$ cat src/rtl/masked_subbytes_seq_pkg.sv
// Shared constants, FSM encoding and share/byte slicing helper for the
// byte-serial masked SubBytes sequencer.
package masked_subbytes_seq_pkg;

    localparam int NB_BYTES = 16;
    localparam int STATE_W  = 8 * NB_BYTES;

    typedef enum logic [1:0] {
        IDLE  = 2'd0,
        FEED  = 2'd1,
        DRAIN = 2'd2,
        HOLD  = 2'd3
    } seq_state_e;

    // Bit offset of byte byteIdx of share shareIdx in a packed shared state.
    function automatic int byte_offset(input int shareIdx, input int byteIdx);
        return STATE_W * shareIdx + 8 * byteIdx;
    endfunction

endpackage

$ cat src/rtl/shared_byte_shreg.sv
// SHARES-wide 16-byte shift register: each share shifts right by one byte
// independently, with a new byte per share entering at byte 15.
module shared_byte_shreg
    import masked_subbytes_seq_pkg::*;
#(
    parameter int SHARES = 2
) (
    input  logic                        clk_i,
    input  logic                        rst_ni,
    input  logic                        clear_i,
    input  logic                        load_i,
    input  logic                        shift_i,
    input  logic [STATE_W*SHARES-1:0]   data_i,
    input  logic [8*SHARES-1:0]         shiftIn_i,
    output logic [STATE_W*SHARES-1:0]   data_o
);

    logic [STATE_W*SHARES-1:0] data_q;
    logic [STATE_W*SHARES-1:0] data_d;

    always_comb begin
        data_d = data_q;
        if (clear_i) begin
            data_d = '0;
        end else if (load_i) begin
            data_d = data_i;
        end else if (shift_i) begin
            for (int s = 0; s < SHARES; s++) begin
                for (int b = 0; b < NB_BYTES - 1; b++) begin
                    data_d[byte_offset(s, b) +: 8] = data_q[byte_offset(s, b + 1) +: 8];
                end
                data_d[byte_offset(s, NB_BYTES - 1) +: 8] = shiftIn_i[8*s +: 8];
            end
        end
    end

    always_ff @(posedge clk_i) begin
        if (!rst_ni) begin
            data_q <= '0;
        end else begin
            data_q <= data_d;
        end
    end

    assign data_o = data_q;

endmodule

$ cat src/rtl/masked_subbytes_seq.sv
// Byte-serial SubBytes sequencer wrapped around a pipelined masked S-box.
// All data paths are share-wise; shares are never recombined here.
module masked_subbytes_seq
    import masked_subbytes_seq_pkg::*;
#(
    parameter int SHARES   = 2,
    parameter int SBOX_LAT = 5
) (
    input  logic                        ClkxCI,
    input  logic                        RstxBI,
    input  logic                        InValidxSI,
    output logic                        InReadyxSO,
    input  logic [STATE_W*SHARES-1:0]   _StatexDI,
    output logic [8*SHARES-1:0]         _SboxInxDO,
    output logic                        SboxEnxSO,
    input  logic [8*SHARES-1:0]         _SboxOutxDI,
    output logic [STATE_W*SHARES-1:0]   _StatexDO,
    output logic                        OutValidxSO,
    input  logic                        OutReadyxSI
);

    seq_state_e              state_q, state_d;
    logic [3:0]              feedCnt_q, feedCnt_d;
    logic [4:0]              collectCnt_q, collectCnt_d;
    logic [SBOX_LAT-1:0]     inflight_q, inflight_d;

    logic                    inLoad;
    logic                    inShift;
    logic                    resClear;
    logic                    capture;
    logic [STATE_W*SHARES-1:0] inState;
    logic [STATE_W*SHARES-1:0] resState;

    // Only bytes we issued ourselves are collected; stale S-box outputs after
    // an abort never see a set tail bit.
    assign capture = inflight_q[SBOX_LAT-1] && ((state_q == FEED) || (state_q == DRAIN));

    always_comb begin
        state_d      = state_q;
        feedCnt_d    = feedCnt_q;
        collectCnt_d = collectCnt_q;
        inLoad       = 1'b0;
        inShift      = 1'b0;
        resClear     = 1'b0;

        case (state_q)
            IDLE: begin
                if (InValidxSI) begin
                    inLoad       = 1'b1;
                    feedCnt_d    = 4'd0;
                    collectCnt_d = 5'd0;
                    state_d      = FEED;
                end
            end
            FEED: begin
                inShift   = 1'b1;
                feedCnt_d = feedCnt_q + 4'd1;
                if (feedCnt_q == 4'd15) begin
                    state_d = DRAIN;
                end
            end
            DRAIN: begin
                if (collectCnt_q == 5'(NB_BYTES)) begin
                    state_d = HOLD;
                end
            end
            HOLD: begin
                if (OutReadyxSI) begin
                    resClear = 1'b1;
                    state_d  = IDLE;
                end
            end
            default: state_d = IDLE;
        endcase

        if (capture) begin
            collectCnt_d = collectCnt_q + 5'd1;
        end
    end

    always_comb begin
        inflight_d    = inflight_q << 1;
        inflight_d[0] = (state_q == FEED);
    end

    always_ff @(posedge ClkxCI) begin
        if (!RstxBI) begin
            state_q      <= IDLE;
            feedCnt_q    <= '0;
            collectCnt_q <= '0;
            inflight_q   <= '0;
        end else begin
            state_q      <= state_d;
            feedCnt_q    <= feedCnt_d;
            collectCnt_q <= collectCnt_d;
            inflight_q   <= inflight_d;
        end
    end

    // Input shares drain out byte by byte; zeros fill behind them.
    shared_byte_shreg #(
        .SHARES (SHARES)
    ) u_in_shreg (
        .clk_i     (ClkxCI),
        .rst_ni    (RstxBI),
        .clear_i   (1'b0),
        .load_i    (inLoad),
        .shift_i   (inShift),
        .data_i    (_StatexDI),
        .shiftIn_i ('0),
        .data_o    (inState)
    );

    shared_byte_shreg #(
        .SHARES (SHARES)
    ) u_res_shreg (
        .clk_i     (ClkxCI),
        .rst_ni    (RstxBI),
        .clear_i   (resClear),
        .load_i    (1'b0),
        .shift_i   (capture),
        .data_i    ('0),
        .shiftIn_i (_SboxOutxDI),
        .data_o    (resState)
    );

    always_comb begin
        _SboxInxDO = '0;
        if (state_q == FEED) begin
            for (int s = 0; s < SHARES; s++) begin
                _SboxInxDO[8*s +: 8] = inState[byte_offset(s, 0) +: 8];
            end
        end
    end

    assign InReadyxSO  = (state_q == IDLE);
    assign SboxEnxSO   = (state_q == FEED);
    assign OutValidxSO = (state_q == HOLD);
    assign _StatexDO   = (state_q == HOLD) ? resState : '0;

endmodule

$ cat config.mk
export PLATFORM = sky130hd
export DESIGN_NAME = masked_subbytes_seq
export DESIGN_NICKNAME = d
export VERILOG_FILES = /design/src/rtl/masked_subbytes_seq_pkg.sv /design/src/rtl/shared_byte_shreg.sv /design/src/rtl/masked_subbytes_seq.sv
export SDC_FILE = /design/constraint.sdc
export NUM_CORES = 1
export LEC_CHECK = 0
export CORE_UTILIZATION = 40
export CTS_BUF_LIST = sky130_fd_sc_hd__clkbuf_8
export DETAILED_ROUTE_END_ITERATION = 10
export PLACE_DENSITY = 0.67
export REMOVE_ABC_BUFFERS = 1
export SLEW_MARGIN = 20
export SYNTH_ARGS = -nofsm -noshare
export SYNTH_HDL_FRONTEND = slang
export SYNTH_SLANG_ARGS = --single-unit
export TNS_END_PERCENT = 1
$ cat constraint.sdc
create_clock -name ClkxCI -period 2.63 [get_ports ClkxCI]
set_clock_uncertainty 0.1 [all_clocks]
set_input_delay 0.526 -clock ClkxCI [delete_from_list [all_inputs] [get_ports ClkxCI]]
set_output_delay 0.526 -clock ClkxCI [all_outputs]
set_load 0.05 [all_outputs]
==> metrics.yaml, run 1 <==
critical_path:
  cpMaxStageDelayCell: "dfxtp_4"
  critical_path_class: "reg2out"
  crit_arrival_ns: 1.98
  crit_path_start_kind: "flip-flop"
  r2r_start: "state_q[1]"
  worstSetupEndpointType: "output pin"
  crit_fanout: 19
  required_ns: 2.00
  worstPathCellList: "ha_4 > buf_12 > clkbuf_16 > and2_1 > buf_12"
  slowest_delay_ns: 0.38
  r2r-end: "state_q[0]"
  rrSetupSlack_ns: 0.55
  cp_common_cell: "buf_12"
  ff2ff_path_depth: 7
routing:
  ant_nets: 0
  dr.pass1.iters: 5
  drc: 0
  wl_per_cell_um: 19.5
  drt-total-wl_um: 77100
  vias: 20500
  vias_per_cell: 5.21
  drt_iter0_markers: 1497
floorplan:
  row_count: 86
  coreArea_sq_um: 55300
  start_util_pct: 40.7
  fp.dieW_um: 239
  die_y_um: 239
  dieArea_sq_um: 57200
  pin_count: 551
cells_and_area:
  stdcell_count: 3946
  layout_common_cells: "nand2_1 (535), dfxtp_1 (526), buf_12 (303)"
  synthToLayoutAreaGrowth_pct: 50.2
  final_common_cell: "nand2_1"
  multi_input_area_sq_um: 11200
  fillers: 4661
  ff_latch_area_sq_um: 10600
  final_area_sq_um: 33800
  final_layout_size_suffix_gt1_share_pct: 20.3
  fin_nets: 3411
timing:
  final_hold_viol_count: 0
  final.setup.tns_ns: 0
  worst_pin_slew_ns: 0.546
  period_share_pct: 99.2
  finalSetupViolations: 0
  maxSlewViolCount: 0
  relSlewSlack_pct: 63.6
  fmax_ghz: 0.383
  rsz0062_at_grt: "yes"
  post-route-min-period_ns: 2.61
synthesis:
  synth_edf_count: 0
  post-synth-top-area-fraction_pct: 47.0
  yosysWarningCount: 0
  synth-compound-area-share_pct: 14.5
  yosys_most_used_dff: "dfxtp_1"
  syn-cell-area_sq_um: 22500
  ys_async_sr_fraction_pct: 0
  ys_ff_latch: 528
  synth_top_family_by_area: "simple AND/OR/NAND/NOR gates"
  yosysSeqAreaShare_pct: 47.0
  synthAdderAreaFrac_pct: 0.445
  synthXorXnorAreaFrac_pct: 0
  synth_top_area_cell: "dfxtp_1"
  synth-simple-area-share_pct: 21.9
  syn_inst: 2639
  synth.avg_cell_area_sq_um: 8.53
  synth.mux.area_fraction_pct: 10.7
  yosysUniqueCellTypes: 31
  synthTopCellsByArea: "dfxtp_1 (47%), mux2i_1 (11%), nand2_1 (9.0%)"
grt:
  grt-ovfl-total: 0
  track_usage_pct: 25.9
  grt_max_degree: 101
  antenna_found_initial: 10
  grt_first_pass_wirelength_um: 116000
  first_global_vias: 19700
clock_tree:
  htree_num_levels: 3
  clock_latency_ns: 0.69
  cts-root-buf: "clkbuf_8"
  clk_pin_slew_worst_paths_ns: 0.06
  cts_tree: "done"
  numCtsBuffers: 91
  clockBufferDepth: 3
  clock_sinks: 528
pwr:
  power.density_nw_per_um2: 734
  power.leakage_nw: 12.4
  vdd_ir_drop_max_mv: 0.460
  power_mw: 24.8
place:
  dp.cells: 3768
  gp_congestion: 0.860
  port_buffers: 550
  dp_hpwl_um: 54000
  placed_area_sq_um: 31400
status:
  status: "complete, no violations"
worst_hold_path:
  hold_depth: 3
  holdPathEnd: "u_in_shreg.data_o[123]"
  min_path_type: "in2reg"
  hp-start: "_StatexDI[123]"
job:
  drv_cap: 0
-- cells in the mapped netlist, drive strengths merged (2+ instances only) --
cell type  number
or3             2
nand2         538
nor2          248
dfxtp         528
ha              8
mux2i         241
a221oi          2
and2          282
o21ai           6
inv             6
nand2b          3
buf           141
a21oi         278
nand3           4
clkbuf         88
nand3b         18
a22oi           2
a211oi        240
-- sequential cells by signal, indices dropped and copies added (netlist names) --
register / cells
collectCnt_q: 5
feedCnt_q: 4
inflight_q: 5
state_q: 2
u_in_shreg.data_o: 256
u_res_shreg.data_o: 256
-- power breakdown --
group | switching (mW) | leakage (nW) | total, mW | internal [mW]
sequential | 0.720 | 4.31 | 10.1 | 9.37
combinational | 3.97 | 7.09 | 7.35 | 3.37
clock | 3.46 | 1.01 | 7.37 | 3.91
-- worst max-delay path, delay by kind of cell, from the launching register on --
| kind | cells | cell delay [ns] |
|---|---|---|
| adders and majority gates | 1 | 0.21 |
| DFF | 1 | 0.38 |
| buffers and inverters | 3 | 0.52 |
| and+or+nand+nor | 1 | 0.18 |
-- layout make-up --
cell class	count	area share, %
multi-input combinational	1876	33.0
timing repair buffer	624	27.5
antenna	7	0.0518
inverter	6	0.0889
tap	748	2.77
clock inverter	50	0.918
clock buffer	107	4.36
sequential	528	31.3
-- cells by family (layout without fill, tap and decap cells) --
group / Yosys count / count (layout)
other cells: 0 / 7
compound gates: 529 / 529
fa+ha+maj: 8 / 8
buf+inv: 235 / 787
simple gates: 1098 / 1098
mux: 241 / 241
flops: 528 / 528
-- how the worst max path moves through the flow --
stage               slack (ns)  cells after the start        from                     end
floorplan                -9.04                      5  state_q[1]            feedCnt_q[1]
global placement          0.30                      5  InValidxSI  u_in_shreg.data_o[137]
detailed placement        0.23                      5  InValidxSI  u_in_shreg.data_o[154]
CTS                      -0.04                      5  state_q[1]           _SboxInxDO[4]
global route             -0.05                      5  state_q[0]          _StatexDO[187]
finish                    0.02                      5  state_q[0]          _StatexDO[171]
-- through the flow --
step / util [%] / hold WS [ns] / setup slack, ns
final: 61.1 / 0.279 / 0.0204
after global routing: 61.1 / 0.254 / -0.0541
after CTS: 60.4 / 0.213 / -0.0430
after detailed placement: 56.7 / 0.325 / 0.231
after global placement: 56.7 / 0.323 / 0.304
after floorplan: - / 0.312 / -9.04
-- repair_timing --
item                                   in CTS  in global routing
setup endpoints to repair                 274                254
buffers inserted                           11                  1
endpoints found under the hold margin       0                  0
pin swaps                                   2                 14
cloned                                      1                  2
resized for setup                          29                139
hold buffers                                0                  0
-- per-layer routing --
| metal | global-route usage, % | vias up | share of wire (%) |
|---|---|---|---|
| met5 | 0 | - | 0.10 |
| met4 | 8.78 | 12 | 2.9 |
| met3 | 7.26 | 150 | 7.5 |
| met2 | 44.0 | 636 | 49 |
| met1 | 31.4 | 9852 | 41 |
| li1 | - | 9895 | - |
Power figures use the tool's default switching activity.
==> inputs of run 2 (changes only) <==
GPL_ROUTABILITY_DRIVEN = 0   (was default)
==> results of run 2 <==
Same layout as run 1: the final DEF is identical, and so are final timing and power.
==> inputs of run 3 (changes only) <==
CELL_PAD_IN_SITES_DETAIL_PLACEMENT = 1   (was default)
CELL_PAD_IN_SITES_GLOBAL_PLACEMENT = 2   (was default)
CORE_UTILIZATION = 32   (was 40)
PLACE_DENSITY = default   (was 0.67)
PLACE_DENSITY_LB_ADDON = 0.1   (was default)
==> run 3 against run 2 <==
Net effect:
- the run now ends with negative setup slack left
- clock-buffer cell count up 15
- via count down 2.1%
- clock power up 6.5%
- critical endpoint is now _StatexDO[240]
- setup slack worse by 0.047 ns
- sequential share of layout area down 0.93 points
- non-clock buffer count up 23
- critical path type unchanged
- combinational power up 6.7%
- fmax down 1.8%
- critical path depth up 1
- largest power group unchanged
==> metrics.yaml, run 3 (synthesized netlist as in run 1, its figures left out) <==
clock_tree:
  htree_num_levels: 3  # unchanged
  numCtsBuffers: 95  # +4.4%
  clockBufferDepth: 3  # unchanged
  ctsHoldBuffers: 0  # unchanged
  cts-root-buf: "clkbuf_8"
  clk_pin_slew_worst_paths_ns: 0.07  # about the same
  clock_latency_ns: 0.69  # about the same
  cts_tree: "done"
  clock_sinks: 528  # unchanged
timing:
  final.setup.tns_ns: -0.233  # -0.233 ns
  worst_pin_slew_ns: 0.704  # +0.159 ns
  finalSetupViolations: 26  # +26
  fmax_ghz: 0.376  # -1.8%
  relSlewSlack_pct: 53.0  # -11 points
  fin_ws_ns: -0.0261  # -0.0466 ns
  maxSlewViolCount: 0  # unchanged
  period_share_pct: 101  # +1.8 points
  rsz0062_at_grt: "yes"
  post-route-min-period_ns: 2.66  # +0.0466 ns
  final_hold_viol_count: 0  # unchanged
critical_path:
  crit_fanout: 7  # -12
  required_ns: 2.00  # about the same
  worstSetupEndpointType: "output pin"
  crit_arrival_ns: 2.03  # +0.05 ns
  crit_path_start_kind: "flip-flop"
  critical_path_class: "reg2out"
routing:
  drc: 0  # unchanged
  ant_nets: 0  # unchanged
  wl_per_cell_um: 19.2  # -1.7%
  dr.pass1.iters: 5  # unchanged
  vias_per_cell: 4.84  # -7.1%
  vias: 20100  # -2.1%
  drt-total-wl_um: 79900  # +3.6%
  drt_iter0_markers: 882  # -41%
status:
  status: "finished, violations left"
  violations: "negative setup slack"
place:
  dp_hpwl_um: 53400  # -1.2%
  dp.cells: 3959  # +5.1%
  port_buffers: 550  # unchanged
floorplan:
  start_util_pct: 32.6  # -8.1 points
  fp.dieW_um: 267  # +12%
  pin_count: 551  # unchanged
  row_count: 96  # +12%
  die_y_um: 267  # +12%
  dieArea_sq_um: 71400  # +25%
  coreArea_sq_um: 69100  # +25%
grt:
  grt_max_degree: 83  # -18%
  track_usage_pct: 21.4  # -4.5 points
  grt_first_pass_wirelength_um: 120000  # +3.5%
  first_global_vias: 20700  # +4.9%
  antenna_found_initial: 10  # unchanged
  grt-ovfl-total: 0  # unchanged
pwr:
  power.density_nw_per_um2: 741  # +1.0%
  vdd_ir_drop_max_mv: 0.441  # -4.1%
  power.leakage_nw: 12.8  # +3.5%
cells_and_area:
  fin_nets: 3438  # +0.79%
  stdcell_count: 4158  # +5.4%
  final_layout_size_suffix_gt1_share_pct: 23.8  # +3.5 points
  final_common_cell: "nand2_1"
  layout_common_cells: "nand2_1 (535), dfxtp_1 (526), buf_12 (309)"
  fillers: 7642  # +64%
  synthToLayoutAreaGrowth_pct: 54.8
worst_hold_path:
  min_path_type: "in2reg"
job:
  drv_cap: 0  # unchanged
-- run 3: changes by cell type in the layout (fill, tap and decap cells not counted), sizes merged --
cell / change
diode: -5
clkinv: -3
bufinv: -1
clkbuf: +17
clkinvlp: -6
inv: +6
buf: +21
-- run 3: worst paths after layout --
check	from	endpoint	slack, ns	cells past startpoint
setup / recovery	state_q[0]	_StatexDO[240]	-0.03	6
hold / removal	_SboxOutxDI[11]	u_res_shreg.data_o[251]	0.28	3
setup reg to reg	state_q[0]	u_res_shreg.data_o[11]	0.47	6
hold reg to reg	inflight_q[0]	inflight_q[1]	0.34	1
-- run 3: cell type report --
class                           instances  area (sq um)  area share, %
Timing Repair Buffer                  647          9750           28.0
Tap cell                              931          1160           3.34
Multi-Input combinational cell       1876         11400           32.7
Clock buffer                          122          1680           4.82
Sequential cell                       528         10600           30.4
Clock inverter                         46           236          0.679
Inverter                                6          32.5         0.0934
Antenna cell                            2          5.00         0.0144
-- run 3: worst max-delay path, cell delays in order (launching register included) --
cell and delay, ns:
dfxtp_4 0.38, ha_4 0.19, buf_6 0.12, buf_12 0.16, clkbuf_16 0.18, and2_4 0.16
buf_12 0.13
-- run 3: repair_timing --
| item | 4_1_cts | 5_1_grt |
|---|---|---|
| gates cloned | 10 | 5 |
| endpoints found under the setup margin | 273 | 244 |
| pin swaps | 128 | 22 |
| setup buffers | 13 | 1 |
| resized for setup | 216 | 78 |
| hold endpoints to repair | 0 | 0 |
-- run 3: layer usage --
metal / wire length, um / share of wire (%) / track usage (%) / vias up
li1: - / - / - / 9920
met1: 33600 / 42 / 25.4 / 9683
met2: 40100 / 50 / 37.3 / 360
met3: 3820 / 4.8 / 5.35 / 135
met4: 2220 / 2.8 / 7.32 / 16
met5: 94 / 0.12 / 0 / -
-- run 3: power by group --
part / switching, mW / internal [mW]
Combinational: 4.16 / 3.68
Clock: 3.60 / 4.25
Sequential: 0.764 / 9.37
Total: 8.52 / 17.3
-- run 3: per-stage QoR --
step | power [mW] | util, % | instance area [sq um] | hold WS, ns | worst slack (ns)
finish | 25.8 | 50.4 | 34800 | 0.281 | -0.0261
global route | 27.3 | 50.4 | 34800 | 0.229 | -0.127
CTS | 26.1 | 50.0 | 34500 | 0.205 | -0.0941
detailed placement | 17.5 | 45.8 | 31600 | 0.326 | 0.252
global placement | 17.2 | 45.8 | 31600 | 0.317 | 0.361
floorplan | 12.9 | - | 21300 | 0.312 | -9.04
